`src/rtl/pipe_pkg.sv`:
```
// pipe_pkg: shared constants, fetch FSM states and IF/ID bundle for the pipeline
package pipe_pkg;
  localparam logic [31:0] NOP_INSTR  = 32'h0000_0013;
  localparam logic [31:0] HALT_WORD0 = 32'h00c0_0093;
  localparam logic [31:0] HALT_WORD1 = 32'h0000_8067;
  typedef enum logic [1:0] {RUN, ARMED, DRAIN, HALTED} fetch_state_t;
  typedef struct packed {
    logic [31:0] pc;
    logic [31:0] pc_plus4;
    logic [31:0] instr;
    logic        valid;
  } ifid_t;
  // PC fields are kept so the link value of the last real instruction stays visible
  function automatic ifid_t to_bubble(input ifid_t f);
    to_bubble       = f;
    to_bubble.instr = NOP_INSTR;
    to_bubble.valid = 1'b0;
  endfunction
endpackage

```
`src/rtl/pipe_halt_det.sv`:
```
// pipe_halt_det: termination-sequence detector with drain counter and sticky halt
// Ports:
//   i_clk, i_rst     clock, synchronous active-high reset
//   i_word           instruction word being fetched this cycle
//   i_accept         fetch is accepted into IF/ID (not stalled, redirected or frozen)
//   i_redirect       downstream redirect; disarms a half-seen termination sequence
//   o_freeze         PC frozen and IF/ID bubbling (draining or halted)
//   o_halt           pipe drained; sticky until reset
module pipe_halt_det
  import pipe_pkg::*;
#(
  parameter int DRAIN_CYCLES = 4
) (
  input  logic        i_clk,
  input  logic        i_rst,
  input  logic [31:0] i_word,
  input  logic        i_accept,
  input  logic        i_redirect,
  output logic        o_freeze,
  output logic        o_halt
);
  localparam int CW = (DRAIN_CYCLES > 1) ? $clog2(DRAIN_CYCLES) : 1;
  fetch_state_t r_state;
  logic [CW-1:0] r_cnt;
  logic          r_halt;
  always_ff @(posedge i_clk) begin
    if (i_rst) begin
      r_state <= RUN;
      r_cnt   <= '0;
      r_halt  <= 1'b0;
    end else begin
      case (r_state)
        RUN:
          if (i_accept && i_word == HALT_WORD0) r_state <= ARMED;
        ARMED:
          if (i_redirect) r_state <= RUN;
          else if (i_accept) begin
            if (i_word == HALT_WORD1) begin
              r_state <= DRAIN;
              r_cnt   <= CW'(DRAIN_CYCLES - 1);
            end else if (i_word != HALT_WORD0) r_state <= RUN;
          end
        DRAIN:
          if (r_cnt == '0) begin
            r_state <= HALTED;
            r_halt  <= 1'b1;
          end else r_cnt <= r_cnt - CW'(1);
        default:
          r_halt <= 1'b1;
      endcase
    end
  end
  assign o_freeze = (r_state == DRAIN) || (r_state == HALTED);
  assign o_halt   = r_halt;
endmodule

```
`src/rtl/pipe_fetch.sv`:
```
// pipe_fetch: RV32I instruction-fetch stage, PC register and IF/ID pipeline register
// Ports:
//   CLK, RST                 clock, synchronous active-high reset
//   I_MEM_ADDR / I_MEM_DI    instruction memory byte address / combinational read data
//   STALL                    hold PC and IF/ID
//   REDIRECT / REDIRECT_PC   taken branch/jump: load PC, squash IF/ID
//   INSTR_IFID, PC_IFID,
//   PCPLUS4_IFID, VALID_IFID IF/ID register contents
//   HALT                     termination sequence seen and pipe drained
//   FETCH_CNT                saturating count of valid fetches (only with PIPE_FETCH_CNT_EN)
// Build option: define PIPE_FETCH_CNT_EN to add the FETCH_CNT output and counter.
module pipe_fetch
  import pipe_pkg::*;
#(
  parameter logic [31:0] RESET_PC     = 32'h0000_0000,
  parameter int          IMEM_AW      = 12,
  parameter int          DRAIN_CYCLES = 4
) (
  input  logic               CLK,
  input  logic               RST,
  output logic [IMEM_AW-1:0] I_MEM_ADDR,
  input  logic [31:0]        I_MEM_DI,
  input  logic               STALL,
  input  logic               REDIRECT,
  input  logic [31:0]        REDIRECT_PC,
  output logic [31:0]        INSTR_IFID,
  output logic [31:0]        PC_IFID,
  output logic [31:0]        PCPLUS4_IFID,
  output logic               VALID_IFID,
`ifdef PIPE_FETCH_CNT_EN
  output logic [31:0]        FETCH_CNT,
`endif
  output logic               HALT
);
  logic [31:0] r_pc;
  ifid_t       r_ifid;
  logic [31:0] w_pc_plus4;
  logic        w_freeze;
  logic        w_accept;
  assign w_pc_plus4 = r_pc + 32'd4;
  // Freeze wins over redirect and stall so a drain cannot be disturbed downstream
  assign w_accept = !w_freeze && !REDIRECT && !STALL;
  always_ff @(posedge CLK) begin
    if (RST) begin
      r_pc   <= RESET_PC;
      r_ifid <= '{pc: '0, pc_plus4: '0, instr: NOP_INSTR, valid: 1'b0};
    end else if (w_freeze) begin
      r_ifid <= to_bubble(r_ifid);
    end else if (REDIRECT) begin
      r_pc   <= REDIRECT_PC;
      r_ifid <= to_bubble(r_ifid);
    end else if (!STALL) begin
      r_pc   <= w_pc_plus4;
      r_ifid <= '{pc: r_pc, pc_plus4: w_pc_plus4, instr: I_MEM_DI, valid: 1'b1};
    end
  end
  pipe_halt_det #(.DRAIN_CYCLES(DRAIN_CYCLES)) u_halt_det (
    .i_clk      (CLK),
    .i_rst      (RST),
    .i_word     (I_MEM_DI),
    .i_accept   (w_accept),
    .i_redirect (REDIRECT),
    .o_freeze   (w_freeze),
    .o_halt     (HALT)
  );
`ifdef PIPE_FETCH_CNT_EN
  logic [31:0] r_fetch_cnt;
  always_ff @(posedge CLK) begin
    if (RST) r_fetch_cnt <= '0;
    else if (w_accept && r_fetch_cnt != '1) r_fetch_cnt <= r_fetch_cnt + 32'd1;
  end
  assign FETCH_CNT = r_fetch_cnt;
`endif
  assign I_MEM_ADDR   = r_pc[IMEM_AW-1:0];
  assign INSTR_IFID   = r_ifid.instr;
  assign PC_IFID      = r_ifid.pc;
  assign PCPLUS4_IFID = r_ifid.pc_plus4;
  assign VALID_IFID   = r_ifid.valid;
endmodule

```
`config.mk`:
```
export PLATFORM = sky130hd
export DESIGN_NAME = pipe_fetch
export DESIGN_NICKNAME = d
export VERILOG_FILES = /design/src/rtl/pipe_pkg.sv /design/src/rtl/pipe_halt_det.sv /design/src/rtl/pipe_fetch.sv
export SDC_FILE = /design/constraint.sdc
export NUM_CORES = 1
export LEC_CHECK = 0
export ABC_AREA = 1
export CAP_MARGIN = 25
export CORE_MARGIN = 5
export CORE_UTILIZATION = 48
export CTS_CLUSTER_SIZE = 25
export DETAILED_ROUTE_END_ITERATION = 10
export GPL_TIMING_DRIVEN = 0
export MAX_ROUTING_LAYER = met4
export PLACE_DENSITY = 0.91
export SYNTH_ARGS = -nofsm -noshare
export SYNTH_HDL_FRONTEND = slang
export SYNTH_SLANG_ARGS = --single-unit
```
`constraint.sdc`:
```
create_clock -name CLK -period 1.8 [get_ports CLK]
set_input_delay 0.36 -clock CLK [delete_from_list [all_inputs] [get_ports CLK]]
set_output_delay 0.36 -clock CLK [all_outputs]
set_load 0.02 [all_outputs]
```
==> impl_metrics.ini <==
[status]
outcome = finished, violations left
violations = setup timing

[global_routing]
antenna_found_initial = 0
grt_pass1_vias = 6694
grt_max_degree = 17
grt_usage_pct = 30.0
globalRouteMet1Util_pct = 37.3
grt_pass1_wl_um = 34000
use_met3_pct = 5.18
grt_busiest_layer = met2
met2_usage_pct = 47.1
grt-ovfl-total = 0

[routing]
drtIter0Drc = 891
drtPass1Iterations = 6
drc = 0
routed_wirelength_um = 24400
vias = 7419
drtAntennaViolNets = 0
post_drt_wl_per_cell_um = 18.5
drt-vias-per-instance = 5.62

[hold_path]
whs_path_depth = 2
hold_path_class = reg2reg
hp-start = PCPLUS4_IFID[2]$_SDFFE_PP0P_
whs_endpoint = PCPLUS4_IFID[2]$_SDFFE_PP0P_

[logic_synthesis]
synthTopCellsByArea = dfxtp_1, nand2_1, a21oi_1
async_flop_share_pct = 0
synth-edff-count = 0
synth_top_area_cell = dfxtp_1
synth-seq-area-share_pct = 42.4
synth_common_cells = nand2_1, dfxtp_1, nor2_1
ys_ff_latch = 132
synth_warnings = 0
netlist_area_um2 = 6230
avgSynthCellArea_um2 = 6.82
synth_cell_types = 33
yosysMostFrequentCell = nand2_1
syn-num-nets = 988
synth_top_area_share_pct = 42.4
syn_inst = 914
synth_ff_type = dfxtp_1

[timing]
setup_viol = 22
hold_viol = 0
fin_skew_ps = 10.1
fin_ws_ps = -98.0
fmax_mhz = 527
slew_headroom_pct = 55.1
whs_ps = 464
worstMarginPinSlew_ps = 674
period_needed_ps = 1900
finalMaxSlewViolations = 0
rsz0062_at_grt = true
period_share_pct = 105

[clocking]
htreeDepth = 4
clk_latency_ps = 430
numCtsBuffers = 17
clock-sinks = 132
path_clk_slew_ps = 60
clock-root-buffer = clkbuf_16
cts.path.max_buffers = 2
cts_tree = built
ctsHoldBuffers = 0

[finish]
syn2layout_area_growth_pct = 50.2
nNetsFinal = 1210
instances_no_fill = 1321
drive_gt1_share_pct = 13.1
finalInstanceArea_um2 = 9360
diodes = 0

[floorplan]
num_rows = 41
ios = 178
die_h_um = 124
start_util_pct = 49.2
dieArea_um2 = 15400
fp.dieW_um = 124
coreArea_um2 = 12700

[placed_design]
placed_area_um2 = 8210
dp_cells = 1262
hpwl_um = 16400
gp_congestion = 1.02
port_buffers = 176

[worst_setup_path]
critPathMaxFanout = 10
cpMostUsedCell = a21oi_1
path_cells = clkdlybuf4s50_1 -> clkbuf_1 -> a21oi_1 -> o21ai_1 -> o211ai_1 -> a21oi_1
slowest_stage = clkdlybuf4s50_1
reg2reg_to = PCPLUS4_IFID[14]$_SDFFE_PP0P_
r2r_setup_slack_ps = -40
path_delay_family = buffers and inverters
cp.required_ps = 2140
cp_num_buf_inv = 2
critPathCaptureType = register
cp_data_arrival_time_ps = 2240
critical_path_class = in2reg
cpPeakStageDelay_ps = 680
reg2reg_from = u_halt_det.r_state[0]$_SDFFE_PP0P_
ff2ff_path_depth = 12
start_kind = input port

[flow_run]
cap_violations = 0

[power_and_ir_drop]
p_per_area_nw_per_um2 = 1190
power.leakage_uw = 0.00420
total_power_uw = 11100
max-vdd-ir-drop_mv = 0.698
## per-stage QoR
stage,worst slack [ps],setup TNS [ps],util [%]
detailed placement,-536,-34290,64.8
global route,-136,-4130,73.9
floorplan,129,0,-
CTS,1.76,0,70.7
finish,-98.0,-393,73.9
global placement,-469,-29800,64.8
## where the power goes
group	internal, uW	switching [uW]
clock network	2240	1330
registers	3360	389
logic	1580	2210
total	7180	3930
## kinds of logic (layout without fill, tap and decap cells)
kind of cell	count (synthesis)	in the layout	share of synthesized area [%]
compound gates	186	186	16.2
xor+xnor	7	7	0.984
fa+ha+maj	6	6	1.20
buf+inv	168	403	11.2
flops	132	132	42.4
simple gates	415	415	28.0
## state kept, by name (all words and copies together), names as in the netlist
name	cells
INSTR_IFID	32
PCPLUS4_IFID	30
PC_IFID	32
VALID_IFID	1
r_pc	32
u_halt_det.o_halt	1
u_halt_det.r_cnt	2
u_halt_det.r_state	2
## cell usage in the layout (no fill, tap or decap), types with 4 or more instances in the layout
cell and count:
a21oi_1 94, buf_2 6, buf_4 35, buf_6 9, clkbuf_1 23, clkbuf_16 17
clkbuf_4 8, clkdlybuf4s50_1 154, clkinv_2 5, dfxtp_1 120, dfxtp_2 7, dfxtp_4 5
dlygate4sd2_1 15, dlymetal6s2s_1 7, inv_1 103, inv_2 4, nand2_1 202, nand2_2 5
nand3_1 47, nand4_1 15, nor2_1 112, nor2_2 7, nor2_4 7, nor3_1 4
nor3_4 7, o211ai_1 21, o21ai_0 54, o21ai_1 5, xor2_1 7
## final cells by class
| cell class | instances | area, um2 |
|---|---|---|
| Fill cell | 954 | 3310 |
| Multi-Input combinational cell | 614 | 3090 |
| Sequential cell | 132 | 2670 |
| Timing Repair Buffer | 203 | 2000 |
| Clock buffer | 22 | 464 |
| Inverter | 110 | 420 |
| Buffer | 58 | 372 |
| Tap cell | 172 | 215 |
| Clock inverter | 10 | 130 |
## layer usage
layer / share of wire [%] / vias up
li1: - / 3391
met1: 39 / 3402
met2: 46 / 513
met3: 10 / 113
met4: 5.1 / 0
met5: 0 / -
## worst register-to-register path: cells and delay by family (launching register included)
kind / cells / cell delay, ps
DFF: 1 / 380
AOI/OAI and AO/OA: 1 / 140
and+or+nand+nor: 5 / 560
adders and majority gates: 1 / 180
buffers and inverters: 5 / 530
## worst max-delay path by stage
stage / end / from / cells after the start
floorplan: PCPLUS4_IFID[15]$_SDFFE_PP0P_ / u_halt_det.r_state[0]$_SDFFE_PP0P_ / 9
global placement: r_pc[30]$_SDFFE_PP0P_ / REDIRECT / 8
detailed placement: r_pc[25]$_SDFFE_PP0P_ / REDIRECT / 8
CTS: r_pc[14]$_SDFFE_PP0P_ / u_halt_det.r_state[0]$_SDFFE_PP0P_ / 10
global route: PCPLUS4_IFID[14]$_SDFFE_PP0P_ / u_halt_det.r_state[1]$_SDFFE_PP0P_ / 11
finish: r_pc[10]$_SDFFE_PP0P_ / REDIRECT / 6
## what timing repair did
item	4_1_cts	5_1_grt
setup buffers	5	21
endpoints found under the setup margin	143	132
resized for setup	56	87
pin swaps	3	15
gates cloned	0	1
Note: power is estimated with default switching activity, not from simulation.
